## config.mk

```make
export PLATFORM = sky130hd
export DESIGN_NAME = maze_dfs_ctrl
export DESIGN_NICKNAME = d
export VERILOG_FILES = /design/src/rtl/maze_pkg.sv /design/src/rtl/maze_nbr_calc.sv /design/src/rtl/maze_dfs_ctrl.sv
export SDC_FILE = /design/constraint.sdc
export NUM_CORES = 1
export LEC_CHECK = 0
export BUFFER_PORTS_ARGS = -buffer_cell sky130_fd_sc_hd__buf_4
export CELL_PAD_IN_SITES_DETAIL_PLACEMENT = 1
export CELL_PAD_IN_SITES_GLOBAL_PLACEMENT = 2
export CORE_ASPECT_RATIO = 1.25
export CORE_MARGIN = 2
export CORE_UTILIZATION = 34
export DETAILED_ROUTE_END_ITERATION = 10
export HOLD_SLACK_MARGIN = 0.05
export PLACE_DENSITY = 0.8
export SYNTH_ARGS = -nofsm -noshare
export SYNTH_HDL_FRONTEND = slang
export SYNTH_SLANG_ARGS = --single-unit
```

## constraint.sdc

```tcl
create_clock -name clk -period 2.8 [get_ports clk]
set_input_delay 0.42 -clock clk [delete_from_list [all_inputs] [get_ports clk]]
set_output_delay 0.42 -clock clk [all_outputs]
set_load 0.1 [all_outputs]
```

## src/rtl/maze_pkg.sv

```systemverilog
// rtl/maze_pkg.sv - shared types, constants and cell helpers for the maze solver
// Purpose: FSM state encoding, direction codes, {x, y} cell packing helpers and
//          memory/stack constants used by maze_dfs_ctrl and maze_nbr_calc.
// Ports:   none (package).
package maze_pkg;

  typedef enum logic [3:0] {
    S_IDLE, S_INIT, S_PROBE, S_CHECK, S_NEXT, S_MOVE,
    S_BACK1, S_BACK2, S_BACK3, S_BACK4, S_FOUND, S_READ
  } state_t;

  typedef enum logic [1:0] {
    DIR_E = 2'd0,
    DIR_S = 2'd1,
    DIR_W = 2'd2,
    DIR_N = 2'd3
  } dir_t;

  localparam int WALL_BIT    = 0;
  localparam int VISITED_BIT = 1;
  localparam int STACK_DEPTH = 255;

  function automatic logic [7:0] pack_cell(input logic [3:0] x, input logic [3:0] y);
    return {x, y};
  endfunction

  function automatic logic [3:0] cell_x(input logic [7:0] c);
    return c[7:4];
  endfunction

  function automatic logic [3:0] cell_y(input logic [7:0] c);
    return c[3:0];
  endfunction

endpackage

```

## src/rtl/maze_nbr_calc.sv

```systemverilog
// rtl/maze_nbr_calc.sv - neighbour cell and out-of-bounds flag for one direction
// Purpose: combinational step from cur in direction dir on the 16x16 grid.
// Ports:   cur [7:0] in  current cell {x, y}
//          dir [1:0] in  direction (E, S, W, N)
//          nbr [7:0] out neighbour cell {x, y}
//          oob       out neighbour falls off the grid (4-bit add/sub wrapped)
module maze_nbr_calc
  import maze_pkg::*;
(
  input  logic [7:0] cur,
  input  dir_t       dir,
  output logic [7:0] nbr,
  output logic       oob
);

  logic [3:0] w_x;
  logic [3:0] w_y;

  assign w_x = cell_x(cur);
  assign w_y = cell_y(cur);

  // The fifth bit of each 5-bit add/subtract is the carry/borrow, i.e. the wrap.
  always_comb begin
    nbr = cur;
    oob = 1'b0;
    case (dir)
      DIR_E: {oob, nbr[7:4]} = {1'b0, w_x} + 5'd1;
      DIR_S: {oob, nbr[3:0]} = {1'b0, w_y} + 5'd1;
      DIR_W: {oob, nbr[7:4]} = {1'b0, w_x} - 5'd1;
      DIR_N: {oob, nbr[3:0]} = {1'b0, w_y} - 5'd1;
      default: oob = 1'b1;
    endcase
  end

endmodule

```

## src/rtl/maze_dfs_ctrl.sv

```systemverilog
// rtl/maze_dfs_ctrl.sv - depth-first rat-in-maze solver controller
// Purpose: walks a 16x16 cell memory depth-first, keeping the current path in an
//          external stack; on reaching the goal flips the stack to queue mode
//          and streams the path start to goal.
// Optional: MAZE_STEP_CNT_EN adds step_cnt (saturating count of moves + backtracks).
// Ports:   clk, rst (async, active-high), start (one-cycle pulse)
//          mem_addr/mem_rd_data/mem_wr_en : cell memory, {visited, wall}, 1-cycle read
//          stk_push/stk_pop/stk_done/stk_run/stk_loc_in/stk_loc_out/stk_empty : path store
//          busy, found, no_path : status; path_valid/path_loc : path stream
module maze_dfs_ctrl
  import maze_pkg::*;
#(
  parameter logic [3:0] START_X = 4'd0,
  parameter logic [3:0] START_Y = 4'd0,
  parameter logic [3:0] GOAL_X  = 4'd15,
  parameter logic [3:0] GOAL_Y  = 4'd15
) (
  input  logic       clk,
  input  logic       rst,
  input  logic       start,
  output logic [7:0] mem_addr,
  input  logic [1:0] mem_rd_data,
  output logic       mem_wr_en,
  output logic       stk_push,
  output logic       stk_pop,
  output logic       stk_done,
  output logic       stk_run,
  output logic [7:0] stk_loc_in,
  input  logic [7:0] stk_loc_out,
  input  logic       stk_empty,
  output logic       busy,
  output logic       found,
  output logic       no_path,
  output logic       path_valid,
  output logic [7:0] path_loc
`ifdef MAZE_STEP_CNT_EN
  ,
  output logic [15:0] step_cnt
`endif
);

  localparam logic [7:0] START_LOC = pack_cell(START_X, START_Y);
  localparam logic [7:0] GOAL_LOC  = pack_cell(GOAL_X, GOAL_Y);

  state_t     r_state;
  logic [7:0] r_cur;
  dir_t       r_dir;
  logic [7:0] r_nbr;
  logic [7:0] r_depth;
  logic       r_found;
  logic       r_no_path;
  logic       r_path_valid;

  logic [7:0] w_nbr;
  logic       w_oob;
  logic       w_full;
  logic       w_cell_open;

  maze_nbr_calc u_nbr (
    .cur (r_cur),
    .dir (r_dir),
    .nbr (w_nbr),
    .oob (w_oob)
  );

  // r_depth mirrors the path store occupancy so overflow is caught before the push.
  assign w_full      = (r_depth == 8'(STACK_DEPTH));
  assign w_cell_open = !mem_rd_data[WALL_BIT] && !mem_rd_data[VISITED_BIT];

  // Strobes decode from registered state so each lasts exactly one state-cycle
  // and PROBE can present the neighbour address in time for CHECK.
  always_comb begin
    mem_addr   = '0;
    mem_wr_en  = 1'b0;
    stk_push   = 1'b0;
    stk_pop    = 1'b0;
    stk_done   = 1'b0;
    stk_run    = 1'b0;
    stk_loc_in = '0;
    case (r_state)
      S_INIT: begin
        mem_addr   = r_cur;
        mem_wr_en  = 1'b1;
        stk_push   = !w_full;
        stk_loc_in = r_cur;
      end
      S_PROBE: if (!w_oob) mem_addr = w_nbr;
      S_CHECK: mem_addr = r_nbr;
      S_MOVE: begin
        mem_addr   = r_nbr;
        mem_wr_en  = 1'b1;
        stk_push   = !w_full;
        stk_loc_in = r_nbr;
      end
      S_BACK1: stk_pop = 1'b1;
      S_BACK2: stk_pop = !stk_empty;
      S_BACK4: begin
        stk_push   = 1'b1;
        stk_loc_in = r_cur;
      end
      S_FOUND: stk_done = 1'b1;
      S_READ: begin
        stk_run = !stk_empty;
        stk_pop = !stk_empty;
      end
      default: ;
    endcase
  end

  always_ff @(posedge clk or posedge rst) begin
    if (rst) begin
      r_state      <= S_IDLE;
      r_cur        <= '0;
      r_dir        <= DIR_E;
      r_nbr        <= '0;
      r_depth      <= '0;
      r_found      <= 1'b0;
      r_no_path    <= 1'b0;
      r_path_valid <= 1'b0;
    end else begin
      r_path_valid <= 1'b0;
      case (r_state)
        S_IDLE: if (start) begin
          r_found   <= 1'b0;
          r_no_path <= 1'b0;
          r_cur     <= START_LOC;
          r_depth   <= '0;
          r_state   <= S_INIT;
        end
        S_INIT: begin
          r_depth <= r_depth + 8'd1;
          if (r_cur == GOAL_LOC) begin
            r_found <= 1'b1;
            r_state <= S_FOUND;
          end else begin
            r_dir   <= DIR_E;
            r_state <= S_PROBE;
          end
        end
        S_PROBE: if (w_oob) begin
          r_state <= S_NEXT;
        end else begin
          r_nbr   <= w_nbr;
          r_state <= S_CHECK;
        end
        S_CHECK: r_state <= w_cell_open ? S_MOVE : S_NEXT;
        S_NEXT: if (r_dir == DIR_N) begin
          r_state <= S_BACK1;
        end else begin
          r_dir   <= dir_t'(r_dir + 2'd1);
          r_state <= S_PROBE;
        end
        S_MOVE: if (w_full) begin
          r_no_path <= 1'b1;
          r_state   <= S_IDLE;
        end else begin
          r_depth <= r_depth + 8'd1;
          r_cur   <= r_nbr;
          r_dir   <= DIR_E;
          if (r_nbr == GOAL_LOC) begin
            r_found <= 1'b1;
            r_state <= S_FOUND;
          end else begin
            r_state <= S_PROBE;
          end
        end
        S_BACK1: begin
          r_depth <= r_depth - 8'd1;
          r_state <= S_BACK2;
        end
        S_BACK2: if (stk_empty) begin
          r_no_path <= 1'b1;
          r_state   <= S_IDLE;
        end else begin
          r_depth <= r_depth - 8'd1;
          r_state <= S_BACK3;
        end
        S_BACK3: begin
          r_cur   <= stk_loc_out;
          r_state <= S_BACK4;
        end
        S_BACK4: begin
          r_depth <= r_depth + 8'd1;
          r_dir   <= DIR_E;
          r_state <= S_PROBE;
        end
        S_FOUND: r_state <= S_READ;
        // Leave only once the last popped entry has been presented.
        S_READ: if (!stk_empty) begin
          r_path_valid <= 1'b1;
        end else if (!r_path_valid) begin
          r_state <= S_IDLE;
        end
        default: r_state <= S_IDLE;
      endcase
    end
  end

`ifdef MAZE_STEP_CNT_EN
  logic [15:0] r_step_cnt;

  always_ff @(posedge clk or posedge rst) begin
    if (rst) begin
      r_step_cnt <= '0;
    end else if (r_state == S_IDLE && start) begin
      r_step_cnt <= '0;
    end else if ((r_state == S_MOVE || r_state == S_BACK1) && r_step_cnt != 16'hFFFF) begin
      r_step_cnt <= r_step_cnt + 16'd1;
    end
  end

  assign step_cnt = r_step_cnt;
`endif

  assign busy       = (r_state != S_IDLE);
  assign found      = r_found;
  assign no_path    = r_no_path;
  assign path_valid = r_path_valid;
  assign path_loc   = r_path_valid ? stk_loc_out : '0;

endmodule

```

# After elaboration in Yosys (flattened, before gate mapping)

Cells that the tools add are included.

Input bits: 14
Output and inout port bits: 33
Bits in registers: 33
Word-level logic and storage cells: 111

Bitwise gates (word level): 1
Reduce and logical (&&, ||, !) cells: 24
Add/sub/neg operators: 7
Muxes and demuxes: 43
Equality and inequality tests: 28

Operator list:

| kind                                             | count |
|---|---|
| two-way mux 8 bit                                | 6 |
| one-hot mux 4 bit (12 select lines)              | 1 |
| one-hot mux 8 bit (3 select lines)               | 2 |
| one-hot mux 8 bit (5 select lines)               | 1 |
| two-way mux 4 bit                                | 7 |
| == test 8 bit, second input constant             | 3 |
| inequality test 2 bit, second input constant     | 11 |
| == test 4 x 3 -> 1 bit, second input constant    | 4 |
| == test 4 bit, second input constant             | 4 |
| one-hot mux 4 bit (2 select lines)               | 2 |
| one-hot mux 8 bit (2 select lines)               | 1 |
| two-way mux 1 bit                                | 12 |
| AND reduction 4 bit                              | 3 |
| adder 4 x 1 -> 5 bit, second input constant      | 2 |
| subtractor 4 x 1 -> 5 bit, second input constant | 2 |
| nonzero test 3 bit                               | 3 |
| adder 8 x 1 -> 8 bit, second input constant      | 1 |
| == test 4 x 2 -> 1 bit, second input constant    | 2 |
| one-hot mux 2 bit (4 select lines)               | 1 |
| nonzero test 4 bit                               | 2 |
| OR reduction 2 bit                               | 4 |
| subtractor 8 x 1 -> 8 bit, second input constant | 1 |
| two-way mux 2 bit                                | 3 |
| two-way mux 3 bit                                | 2 |
| other kinds (16)                                 | 23 |

# Longest topological paths before layout

Word-level depth: 4
Gate-level depth with buffers: 11
Depth with buffers taken out: 9

# Modules after synthesis

Synthesis repeated with hierarchy kept, for this count alone.

Cell total of the unflattened synthesis: 340
Area, all modules: 2755.1 µm²

Modules (own cells, without submodules):

| module        | cells an instance | area each (µm²) | times used | sequential area each (µm²) |
|---|---|---|---|---|
| maze_dfs_ctrl | 302               | 2458.6          | 1          | 825.8 |
| maze_nbr_calc | 38                | 296.5           | 1          | 0.0 |

# Least setup slack after synthesis

No wires, ideal clock.

Path kind: register -> output
Start: register r_cur[1]
End: output mem_addr[4]
Arrival: 3.925 ns
Data required time: 2.380 ns
Stages on the path, launching flop included: 9
Buffers on the path: 2
Path slack: -1.545 ns
Path through: dfrtp_1 clkbuf_1 inv_1 ha_1 and4bb_1 nor4_4 o21ai_2 buf_2 o311ai_1

Word-level cells in the longest chain between the ends: 4
Elaborated cells between the ends (all ways): 5
Classes of those cells: add/sub: 2; mux: 3

Ends and longest elaborated chain:

| item                                                              | line                                     | text |
|---|---|---|
| start: declaration                                                | maze_dfs_ctrl.sv:46                      | `logic [7:0] r_cur;` |
| start signal: assignment                                          | maze_dfs_ctrl.sv:158                     | `r_cur <= r_nbr;` |
| start signal: assignment                                          | maze_dfs_ctrl.sv:179                     | `r_cur <= stk_loc_out;` |
| subtractor 4 x 1 -> 5 bit or adder 4 x 1 -> 5 bit (tied branches) | maze_nbr_calc.sv:30, maze_nbr_calc.sv:28 |  |
| one-hot mux 1 bit (4 select lines) (*)                            | maze_nbr_calc.sv:26                      | `case (dir)` |
| two-way mux 8 bit (*)                                             | maze_dfs_ctrl.sv:87                      | `S_PROBE: if (!w_oob) mem_addr = w_nbr;` |
| one-hot mux 8 bit (3 select lines) (*)                            | maze_dfs_ctrl.sv:80                      | `case (r_state)` |
| end: declaration                                                  | maze_dfs_ctrl.sv:21                      | `output logic [7:0] mem_addr,` |

Mark *: on every way between the ends. The rest lies on a longest branch, timed or not.

# Worst setup path in the final report

Start: register r_cur[4]
End: output mem_addr[6]

Word-level cells in the longest chain between the ends: 4
Elaborated cells between the ends (all ways): 6
Classes of those cells: add/sub: 2; mux: 4

Ends and longest elaborated chain:

| item                                                                                     | line |
|---|---|
| subtractor 4 x 1 -> 5 bit or adder 4 x 1 -> 5 bit (tied branches)                        | maze_nbr_calc.sv:29, maze_nbr_calc.sv:27 |
| one-hot mux 1 bit (4 select lines) or one-hot mux 4 bit (2 select lines) (tied branches) | maze_nbr_calc.sv:26 |
| two-way mux 8 bit (*)                                                                    | maze_dfs_ctrl.sv:87 |
| one-hot mux 8 bit (3 select lines) (*)                                                   | maze_dfs_ctrl.sv:80 |

Marks and branches as above.

==> run_results.csv <==
group,metric,value,unit
critical_path,cp_max_fo,7,
die,dieArea,0.00897,mm^2
clock_tree,cts_hold_repair.buffers,0,
job,drv_cap,0,
die,rows,37,
route,ant_nets,0,
yosys,synth_edf_count,0,
sta,maxSlewHeadroom,56.8,%
finish,diodes,0,
die,die_w,85.1,um
route,vias_per_cell,5.91,
placement,port_buffers,46,
clock_tree,clock_path_buffers,2,
clock_tree,clk_pin_slew,0.07,ns
sta,hold_viol,0,
sta,post-route-period-util,100,%
critical_path,cp_top_family,"compound AO/OA/AOI/OAI gates",
route,drt_iter0_drc,134,
clock_tree,clkLatencyLatePin,0.30,ns
grt,grt_max_degree,34,
critical_path,criticalPathCategory,"reg2out",
sta,setup_viol,1,
yosys,syn_avg_cell_area,8.25,um^2
finish,register_area,830,um^2
die,initial_utilization,34.5,%
sta,slew_violations,0,
grt,grt.total_usage,22.4,%
critical_path,cp_num_buf_inv,3,
critical_path,max_stage_delay,0.39,ns
critical_path,cp-end-kind,"output pin",
route,drt_wl_total,9990,um
grt,first_global_vias,3067,
route,drcViolationCount,0,
sta,fin_skew,0.00679,ns
clock_tree,clock_sinks,33,
placement,gp_congestion,0.814,
clock_tree,cts_tree,"done",
finish,n_fill_cell,951,
critical_path,cp-start-kind,"flip-flop",
sta,fmax,357,MHz
yosys,synth-main-ff-cell,"dfrtp_1",
yosys,synthCells,339,
grt,grt_pass1_wl,15900,um
yosys,synthArstFlopShare,100,%
route,dr.pass1.iters,4,
sta,fin_ws,-0.00243,ns
critical_path,worstPathCellList,"buf_4 -> ha_1 -> and3_1 -> nor2_1 -> o21ai_4 -> buf_12 -> a211oi_4 -> a221o_2 -> buf_12",
critical_path,cp_common_cell,"buf_12",
critical_path,crit_required,2.38,ns
clock_tree,root_buffer,"clkbuf_8",
sta,finalCriticalPeriod,2.80,ns
die,die_h,105,um
yosys,synth_fp_nets,364,
route,post_drt_wl_per_cell,20.2,um
yosys,ys_types,67,
route,via_count,2925,
sta,tightestPinTransition,0.643,ns
yosys,synth-seq-area-share,29.5,%
sta,rsz0062_at_grt,"true",
sta,fin_hold_ws,0.226,ns
yosys,syn_area,0.00280,mm^2
status,violations,"setup timing",
grt,antenna_found_initial,0,
critical_path,crit_path_top_delay_cell,"dfrtp_1",
clock_tree,cts_buffers,5,
die,io_pins,47,
hold_path,min_path_type,"in2async",
critical_path,arrival,2.38,ns
finish,finalNetCount,423,
die,core,0.00810,mm^2
yosys,synth_seq_cells,33,
placement,dpl.hpwl,7040,um
finish,multiInputGateArea,0.00193,mm^2
status,outcome,"finished, violations left",
finish,area_growth_syn_to_layout,34.9,%
finish,drive_above_1_share,31.4,%
yosys,ys_warn_count,0,
clock_tree,ctsHtreeMaxLevel,2,
grt,global_route.overflow_total,0,
-- path summary, 6_finish.rpt --
check                                 from  cells past startpoint     endpoint  slack [ns]
worst min-delay path                   rst                      3   r_depth[1]        0.23
min in group clk                 stk_empty                      2   path_valid        0.37
worst min register to register       found                      1        found        0.51
worst max-delay path              r_cur[4]                      9  mem_addr[6]      -0.002
worst max register to register  r_state[3]                      9   r_depth[7]        0.39
max in group asynchronous              rst                      3     r_cur[6]        2.23
-- layout by cell type, fill, tap and decap left out, types with 6 or more instances in the layout --
cell,n
a21oi_1,18
a22o_1,9
a22oi_1,12
and2_1,8
buf_12,9
buf_4,67
dfrtp_1,30
ha_1,7
inv_1,12
nand2_1,31
nand4_1,9
nor2_1,25
nor3_1,14
o21ai_0,15
o22ai_1,6
-- cells by family (layout without fill, tap and decap cells) --
family	count (synthesis)	in the layout	share of synthesized area [%]
adders and majority gates	11	11	4.92
DFF	33	33	29.5
xor gates and xnor gates	7	7	2.19
AOI/OAI and AO/OA	111	111	28.1
buffers and inverters	42	101	7.65
muxes	5	5	1.79
and+or+nand+nor	130	130	25.8
-- per-layer routing --
metal | track usage [%] | share of wire (%)
met1 | 26.3 | 42
met2 | 42.1 | 53
met3 | 3.29 | 3.2
met4 | 5.33 | 2.0
met5 | 0 | 0
-- state kept, by name (all words and copies together) (netlist names) --
name and cells:
path_valid 1, r_depth 8, r_state 4, r_dir 2, r_nbr 8, no_path 1
r_cur 8, found 1
-- stage by stage --
stage | TNS [ns] | setup slack, ns | cell area, um^2 | cells | utilization (%)
floorplan | -0.120 | -0.120 | 2870 | 339 | -
global placement | 0 | 0.216 | 3350 | 477 | 41.3
detailed placement | 0 | 0.103 | 3350 | 477 | 41.3
CTS | 0 | 0.00521 | 3620 | 492 | 44.7
global route | -0.452 | -0.120 | 3770 | 495 | 46.6
finish | -0.00243 | -0.00243 | 3770 | 495 | 46.6
-- Yosys cell counts (3+ instances only) --
cell type / instances / area share, %
and2_1: 8 / 1.8
a22o_1: 9 / 2.8
nor3_1: 16 / 2.9
o21ai_0: 17 / 3.0
o211ai_1: 3 / 0.80
nor3b_1: 3 / 0.80
nand2b_1: 5 / 1.1
nor2b_1: 5 / 1.1
a21oi_1: 19 / 3.4
inv_1: 15 / 2.0
nor2_1: 25 / 3.4
buf_2: 12 / 2.1
buf_4: 4 / 1.1
nand4_1: 9 / 2.0
a22oi_1: 12 / 3.2
ha_1: 11 / 4.9
nand3_1: 5 / 0.89
o31ai_1: 4 / 1.1
xnor2_1: 5 / 1.6
a21o_1: 4 / 1.1
or3_1: 3 / 0.67
a221o_1: 3 / 1.1
o21a_1: 4 / 1.1
mux2i_1: 5 / 1.8
dfrtp_1: 33 / 30
and3_1: 4 / 0.89
clkbuf_1: 6 / 0.80
nand2_1: 31 / 4.2
o22ai_1: 6 / 1.3
a31oi_1: 5 / 1.1
-- cell type report --
class | instances | area share [%]
well taps | 97 | 3.22
multi-input cells | 264 | 51.2
clock inverters | 2 | 0.928
flip-flops and latches | 33 | 22.0
clock buffers | 5 | 1.82
repair buffers | 78 | 19.3
inverters | 16 | 1.59
-- worst reg2reg max path, stage by stage, from the launching register on --
cell,delay (ns)
dfrtp_1,0.50
and2_4,0.23
nor2_8,0.17
inv_2,0.08
ha_1,0.37
a41o_1,0.22
a31oi_1,0.09
or3_1,0.34
a21oi_2,0.16
mux2i_1,0.19
-- repair_timing --
| action | CTS | global route |
|---|---|---|
| cloned | 1 | 0 |
| pin swaps | 2 | 3 |
| resized for setup | 17 | 30 |
| buffers inserted | 7 | 3 |
| setup endpoints to repair | 5 | 8 |
Power is not shown: default switching activity piles up to over one toggle a cycle in this logic, so the estimate is an artifact.
